===== src/rtl/igbt_status_uart_tx.sv =====
// IGBT/SCR status reporter: sends a 5-byte 8N1 frame (A5, STAT, CNT_H, CNT_L, CHK)
// on request or, optionally, whenever the switch on-state flags change.
module igbt_status_uart_tx #(
    parameter int unsigned CLK_FREQ    = 50_000_000,
    parameter int unsigned BAUD_RATE   = 115200,
    parameter int unsigned AUTO_REPORT = 1
) (
    input  logic        sys_clk,
    input  logic        sys_rst_n,
    input  logic [4:0]  igbt_status,
    input  logic [1:0]  scr_status,
    input  logic [15:0] pulse_cnt,
    input  logic        report_req,
    output logic        uart_txd,
    output logic        tx_busy,
    output logic        frame_done
);

    localparam int unsigned BAUD_DIV  = CLK_FREQ / BAUD_RATE;
    localparam int unsigned BW        = (BAUD_DIV > 1) ? $clog2(BAUD_DIV) : 1;
    localparam logic [BW-1:0] BAUD_LAST = BW'(BAUD_DIV - 1);
    localparam logic [2:0]  LAST_BYTE = 3'd4;
    localparam logic [7:0]  SYNC_BYTE = 8'hA5;

    localparam logic [1:0] IDLE  = 2'd0;
    localparam logic [1:0] START = 2'd1;
    localparam logic [1:0] DATA  = 2'd2;
    localparam logic [1:0] STOP  = 2'd3;

    logic [1:0]    state, state_d;
    logic [BW-1:0] baud_cnt, baud_d;
    logic [2:0]    bit_idx, bit_d;
    logic [2:0]    byte_idx, byte_d;
    logic [7:0]    shift, shift_d;
    logic [7:0]    stat_q, stat_d;
    logic [15:0]   cnt_q, cnt_d;
    logic [6:0]    prev_q;
    logic          pend_q, pend_d;
    logic          txd_d, busy_d, done_d;

    logic [6:0]    status_now;
    logic          changed;
    logic          trig;
    logic          baud_end;
    logic [7:0]    cur_byte;

    assign status_now = {scr_status, igbt_status};
    assign changed    = (AUTO_REPORT != 0) && (status_now != prev_q);
    assign trig       = report_req | changed;
    assign baud_end   = (baud_cnt == BAUD_LAST);

    // Byte currently on the wire, built from the values frozen at frame start
    always_comb begin
        cur_byte = SYNC_BYTE;
        case (byte_idx)
            3'd0:    cur_byte = SYNC_BYTE;
            3'd1:    cur_byte = stat_q;
            3'd2:    cur_byte = cnt_q[15:8];
            3'd3:    cur_byte = cnt_q[7:0];
            default: cur_byte = stat_q ^ cnt_q[15:8] ^ cnt_q[7:0];
        endcase
    end

    // Next-state and next-output logic
    always_comb begin
        state_d = state;
        baud_d  = baud_cnt;
        bit_d   = bit_idx;
        byte_d  = byte_idx;
        shift_d = shift;
        stat_d  = stat_q;
        cnt_d   = cnt_q;
        pend_d  = pend_q;
        txd_d   = uart_txd;
        busy_d  = tx_busy;
        done_d  = 1'b0;

        case (state)
            IDLE: begin
                txd_d  = 1'b1;
                busy_d = 1'b0;
                baud_d = '0;
                // A merged pending trigger waits out the frame_done cycle first
                if (trig || (pend_q && !frame_done)) begin
                    state_d = START;
                    txd_d   = 1'b0;
                    busy_d  = 1'b1;
                    stat_d  = {1'b0, scr_status, igbt_status};
                    cnt_d   = pulse_cnt;
                    byte_d  = '0;
                    bit_d   = '0;
                    pend_d  = 1'b0;
                end
            end
            START: begin
                if (baud_end) begin
                    state_d = DATA;
                    baud_d  = '0;
                    bit_d   = '0;
                    txd_d   = cur_byte[0];
                    shift_d = {1'b0, cur_byte[7:1]};
                end else begin
                    baud_d = baud_cnt + BW'(1);
                end
            end
            DATA: begin
                if (baud_end) begin
                    baud_d = '0;
                    if (bit_idx == 3'd7) begin
                        state_d = STOP;
                        txd_d   = 1'b1;
                    end else begin
                        txd_d   = shift[0];
                        shift_d = {1'b0, shift[7:1]};
                        bit_d   = bit_idx + 3'd1;
                    end
                end else begin
                    baud_d = baud_cnt + BW'(1);
                end
            end
            STOP: begin
                if (baud_end) begin
                    baud_d = '0;
                    if (byte_idx == LAST_BYTE) begin
                        state_d = IDLE;
                        txd_d   = 1'b1;
                        busy_d  = 1'b0;
                        done_d  = 1'b1;
                    end else begin
                        state_d = START;
                        txd_d   = 1'b0;
                        byte_d  = byte_idx + 3'd1;
                    end
                end else begin
                    baud_d = baud_cnt + BW'(1);
                end
            end
            default: state_d = IDLE;
        endcase

        if ((state != IDLE) && trig) begin
            pend_d = 1'b1;
        end
    end

    // State and output registers; previous-status tracks inputs through reset
    always_ff @(posedge sys_clk) begin
        if (!sys_rst_n) begin
            state      <= IDLE;
            baud_cnt   <= '0;
            bit_idx    <= '0;
            byte_idx   <= '0;
            shift      <= '0;
            stat_q     <= '0;
            cnt_q      <= '0;
            pend_q     <= 1'b0;
            prev_q     <= status_now;
            uart_txd   <= 1'b1;
            tx_busy    <= 1'b0;
            frame_done <= 1'b0;
        end else begin
            state      <= state_d;
            baud_cnt   <= baud_d;
            bit_idx    <= bit_d;
            byte_idx   <= byte_d;
            shift      <= shift_d;
            stat_q     <= stat_d;
            cnt_q      <= cnt_d;
            pend_q     <= pend_d;
            prev_q     <= status_now;
            uart_txd   <= txd_d;
            tx_busy    <= busy_d;
            frame_done <= done_d;
        end
    end

endmodule


===== config.mk =====
export PLATFORM = sky130hd
export DESIGN_NAME = igbt_status_uart_tx
export DESIGN_NICKNAME = d
export VERILOG_FILES = /design/src/rtl/igbt_status_uart_tx.sv
export SDC_FILE = /design/constraint.sdc
export NUM_CORES = 1
export LEC_CHECK = 0
export ABC_AREA = 1
export BUFFER_PORTS_ARGS = -buffer_cell sky130_fd_sc_hd__buf_2
export CAP_MARGIN = 0
export CELL_PAD_IN_SITES_DETAIL_PLACEMENT = 2
export CELL_PAD_IN_SITES_GLOBAL_PLACEMENT = 2
export CORE_ASPECT_RATIO = 1.2
export CORE_MARGIN = 2
export CORE_UTILIZATION = 35
export CTS_BUF_LIST = sky130_fd_sc_hd__clkbuf_4
export DETAILED_ROUTE_END_ITERATION = 8
export PLACE_DENSITY = 0.78
export SLEW_MARGIN = 20
export SYNTH_ARGS = -nofsm -noshare
export SYNTH_HDL_FRONTEND = slang
export SYNTH_SLANG_ARGS = --single-unit
export TNS_END_PERCENT = 20

===== constraint.sdc =====
create_clock -name sys_clk -period 2.2 [get_ports sys_clk]
set_input_delay 0.11 -clock sys_clk [delete_from_list [all_inputs] [get_ports sys_clk]]
set_output_delay 0.11 -clock sys_clk [all_outputs]
set_load 0.02 [all_outputs]

Word level (Yosys, flattened, before mapping). Cells that the tools add are included.

Register bits: 59. Logic and storage cells: 94.

Equal/unequal tests: 18. Multiplexer cells: 36. Reductions and logical operators: 22. Bitwise logic cells: 3. Add/sub/neg operators: 3.

Operator list (number): $pmux W8 S4 (1); $mux W8 (3); $mux W3 (6); $pmux W9 S2 (1); $ne A2 B2 Y1 const B (8); $pmux W8 S2 (1); $mux W1 (13); $mux W2 (5); $reduce_and A5 Y1 (2); $reduce_bool A2 Y1 (5); $add A9 B1 Y9 const B (1); $eq A9 B9 Y1 const B (1); $mux W9 (1); $pmux W3 S3 (1); $reduce_and A3 Y1 (3); $pmux W2 S4 (1); $reduce_and A4 Y1 (2); $xor A7 B8 Y8 (1); $xor A8 B8 Y8 (1); $ne A7 B7 Y1 (1); $add A3 B1 Y3 const B (2); $eq A3 B2 Y1 const B (2); $eq A3 B3 Y1 const B (2); $pmux W3 S2 (1); 14 further kinds (17).

Longest topological paths before layout.
Depth in word-level cells: 6. Depth in mapped cells: 11. Depth with buffers taken out: 11.

Worst setup path after synthesis. No wires, ideal clock.

Path type: reg2reg. Start point: register state[0]. End point: register bit_idx[1]. Cell stages (with the launch flop): 11. Data required time: 2.068 ns. Setup slack: 0.547 ns. Arrival: 1.521 ns. Cell sequence: dfxtp_1 > inv_1 > ha_1 > inv_2 > or2_1 > o21ai_1 > nand3_2 > nand2_1 > nand2_1 > nand2_1 > a21oi_1.

Longest elaborated chain between the ends: 3.

Ends and longest elaborated chain: start, declared (RTL line 30) `logic [1:0] state, state_d;`; start signal, assigned (RTL line 162) `state <= state_d;`; $eq A2 B2 Y1 (tied with other cells) (RTL line 78) `case (state)`; $ne A2 B2 Y1 (no line) / $reduce_bool A3 Y1 (equally long branches); $reduce_and A5 Y1 (no line); end signal, assigned (RTL line 164) `bit_idx <= bit_d;`; end, declared (RTL line 32) `logic [2:0] bit_idx, bit_d;`.

Several ways; a longest one is shown, not always the timed one. A chain may end at the register's enable or synchronous reset.

Worst setup path after layout.
Start point: register state[0]. End point: register shift[3].

Longest elaborated chain between the ends: 3.

Ends and longest elaborated chain: $eq A2 B2 Y1 / $eq A2 B1 Y1 (equally long branches) (RTL line 78); $ne A2 B2 Y1 (no line) / $reduce_bool A2 Y1 (equally long branches); $reduce_and A4 Y1 (no line); end signal, assigned (RTL line 166) `shift <= shift_d;`; end, declared (RTL line 34) `logic [7:0] shift, shift_d;`.

Several ways; a longest one is shown, not always the timed one.

==> reports/qor.yml <==
run_status:
  outcome: "complete, no violations"
global_route:
  grt_max_degree: 27
  grt_pass1_wl_mm: 14.62
  grt_use_total_pct: 20.66
  grt_pass1_vias: 3087
  grt_overflow: 0
  antenna_found_initial: 0
sta:
  fin_crit_ns: 2.023
  slew_headroom_pct: 71.80
  hold_viol: 0
  tightestPinTransition_ns: 0.4186
  drv_slew: 0
  fin_skew_ns: 0.02024
  whs_ns: 0.01959
  setup_violations: 0
  fin_setup_tns_ns: 0
  fin_crit_sh_pct: 91.94
  max_freq_mhz: 494.4
detailed_routing:
  dr.pass1.iters: 4
  routed_wl_mm: 8.726
  vias_per_cell: 5.066
  num_vias: 2837
  drtIter0Drc: 69
  drc: 0
  routedWlPerCell_um: 15.58
  drtAntennaViolNets: 0
pwr:
  p_leak_nw: 1.540
  ir_drop_v: 0.0003940
  power.density_nw_per_um2: 989.9
floorplanning:
  die_h_um: 103.7
  row_count: 36
  io_pins: 29
  coreArea_um2: 8063
  fp.dieArea_um2: 9030
  die_w_um: 87.08
  initial_core_util_pct: 35.96
finish:
  drive_gt1_share_pct: 13.33
  fin_nets: 500
  syn2layout_area_growth_pct: 19.03
  finish.utilization_pct: 42.80
  design_area_um2: 3451
  final-instance-count-excl-fill: 560
  n_antenna_cell: 0
clock_network:
  clock_latency_ns: 0.41
  path_clk_slew_ns: 0.11
  cts_buffer_depth: 2
  htreeDepth: 3
  cts.sinks: 58
  root_buffer: "clkbuf_4"
  cts_tree: "built"
  cts_made_buffers: 9
synthesis:
  yosys.cell_types.count: 32
  ys_warn_count: 0
  ys.flop_type: "dfxtp_1"
  async_flop_share_pct: 0
  synth_enable_flop_cells: 0
  netlist_area_um2: 2899
  synthCells: 406
  postSynthAreaPerCell_um2: 7.140
  ys_ff_latch: 58
  synth_nets: 446
  yosysSeqAreaShare_pct: 40.05
setup_path:
  cp_cell_sequence: "inv_1 -> ha_2 -> inv_2 -> or2_1 -> o21ai_1 -> nand3_2 -> buf_4 -> inv_1 -> o21ai_0 -> a21oi_1"
  critPathSlowestCell: "dfxtp_1"
  worst-path-buf-inv: 4
  path_class: "reg2reg"
  worstPathArrival_ns: 2.34
  startpoint_type: "flip-flop"
  cp.required_ns: 2.52
  cp_common_cell: "inv_1"
  worstPathMaxFanout: 12
  end_kind: "flip-flop"
  cp_slowest_stage_delay_ns: 0.36
  crit_family: "buffers and inverters"
job:
  cap_violations: 0
placement:
  place_inst: 525
  io_buffers: 28
  gp_congestion: 0.7327
  placed_cell_area_um2: 3154
  dp_hpwl_mm: 6.361
worst_hold_path:
  min_path_type: "in2reg"
## metrics by stage
stage | total power [W] | setup WS, ns
after floorplan | 0.002356 | 0.5471
after global placement | 0.002673 | 0.2408
after detailed placement | 0.002752 | 0.1469
after CTS | 0.003453 | 0.09717
after global routing | 0.003713 | -0.02559
final | 0.003416 | 0.1774
## flip-flops by register name (all words and copies together), names as in the netlist
signal and count:
baud_cnt 9, bit_idx 3, byte_idx 3, cnt_q 16
frame_done 1, pend_q 1, prev_q 7, shift 7
stat_q 7, state 2, tx_busy 1, uart_txd 1
## metal layers
metal	up-vias	track usage (%)	part of all wire, %
met3	14	2.390	1.7
met1	1372	24.00	44
met4	0	7.366	1.7
li1	1423	-	-
met2	28	37.84	53
met5	-	0	0
## worst paths after layout
check,from,end,slack [ns],cells after the start
min,pulse_cnt[2],cnt_q[2],0.02,3
max,state[0],shift[3],0.18,10
min reg2reg,pend_q,pend_q,0.47,2
max reg2reg,state[0],shift[3],0.18,10
## cell type report
type	instances	area [um^2]
Fill cell	982	4612
Multi-Input combinational cell	279	1463
Sequential cell	58	1161
Timing Repair Buffer	55	390.4
Inverter	57	214.0
Tap cell	95	118.9
Clock buffer	11	82.58
Clock inverter	5	21.27
## timing repair
| item | 4_1_cts | 5_1_grt |
|---|---|---|
| gates resized for setup | 0 | 1 |
| setup endpoints to repair | 0 | 2 |
| buffers inserted | 0 | 0 |
| hold buffers | 19 | 0 |
| hold endpoints to repair | 19 | 0 |
## worst min-delay path, cell delays in order
cell     delay [ns]
buf_2          0.07
o21ai_0        0.08
a21oi_1        0.12
## cell usage after synthesis (3+ instances only)
cell / count / area share, %
nor2_2: 4 / 0.86
nand4_1: 6 / 1.3
nor3_1: 7 / 1.2
o21ai_0: 36 / 6.2
nand3_1: 18 / 3.1
inv_1: 54 / 7.0
xor2_1: 4 / 1.2
buf_2: 6 / 1.0
ha_1: 14 / 6.0
dfxtp_1: 58 / 40
a21oi_1: 37 / 6.4
nor2_1: 45 / 5.8
nand2_1: 79 / 10
o221ai_1: 3 / 0.91
xnor2_1: 9 / 2.7
clkbuf_1: 4 / 0.52
## where the power goes
group	total (W)	leakage, nW	switching, W	internal [W]
Clock	0.000657	0.0631	0.000413	0.000244
Sequential	0.00140	0.478	0.000154	0.00124
Combinational	0.00136	0.999	0.000879	0.000483
## layout by cell type, fill, tap and decap left out, drive strengths merged
cell,count
clkbuf,11
dfxtp,58
o22ai,2
buf,36
nand4,6
clkinv,6
o211ai,2
o21ai,39
xor2,4
nand2,79
a21oi,38
nor3b,2
dlygate4sd3,19
nand3,19
inv,56
nor2,49
xnor2,9
o21bai,1
o221ai,3
ha,14
or2,3
a211oi,1
o2111ai,1
nor3,7
## cells by family (layout without fill, tap and decap cells)
kind of cell             after synthesis  count (layout)  share of synthesized area (%)
adder cells (fa/ha/maj)               14              14                          6.042
AO/OA/AOI/OAI                         87              87                          16.36
flip-flops                            58              58                          40.05
buffers and inverters                 69             128                          9.581
AND/OR/NAND/NOR                      165             165                          24.04
XOR/XNOR                              13              13                          3.928
(Power assumes the default switching activity.)
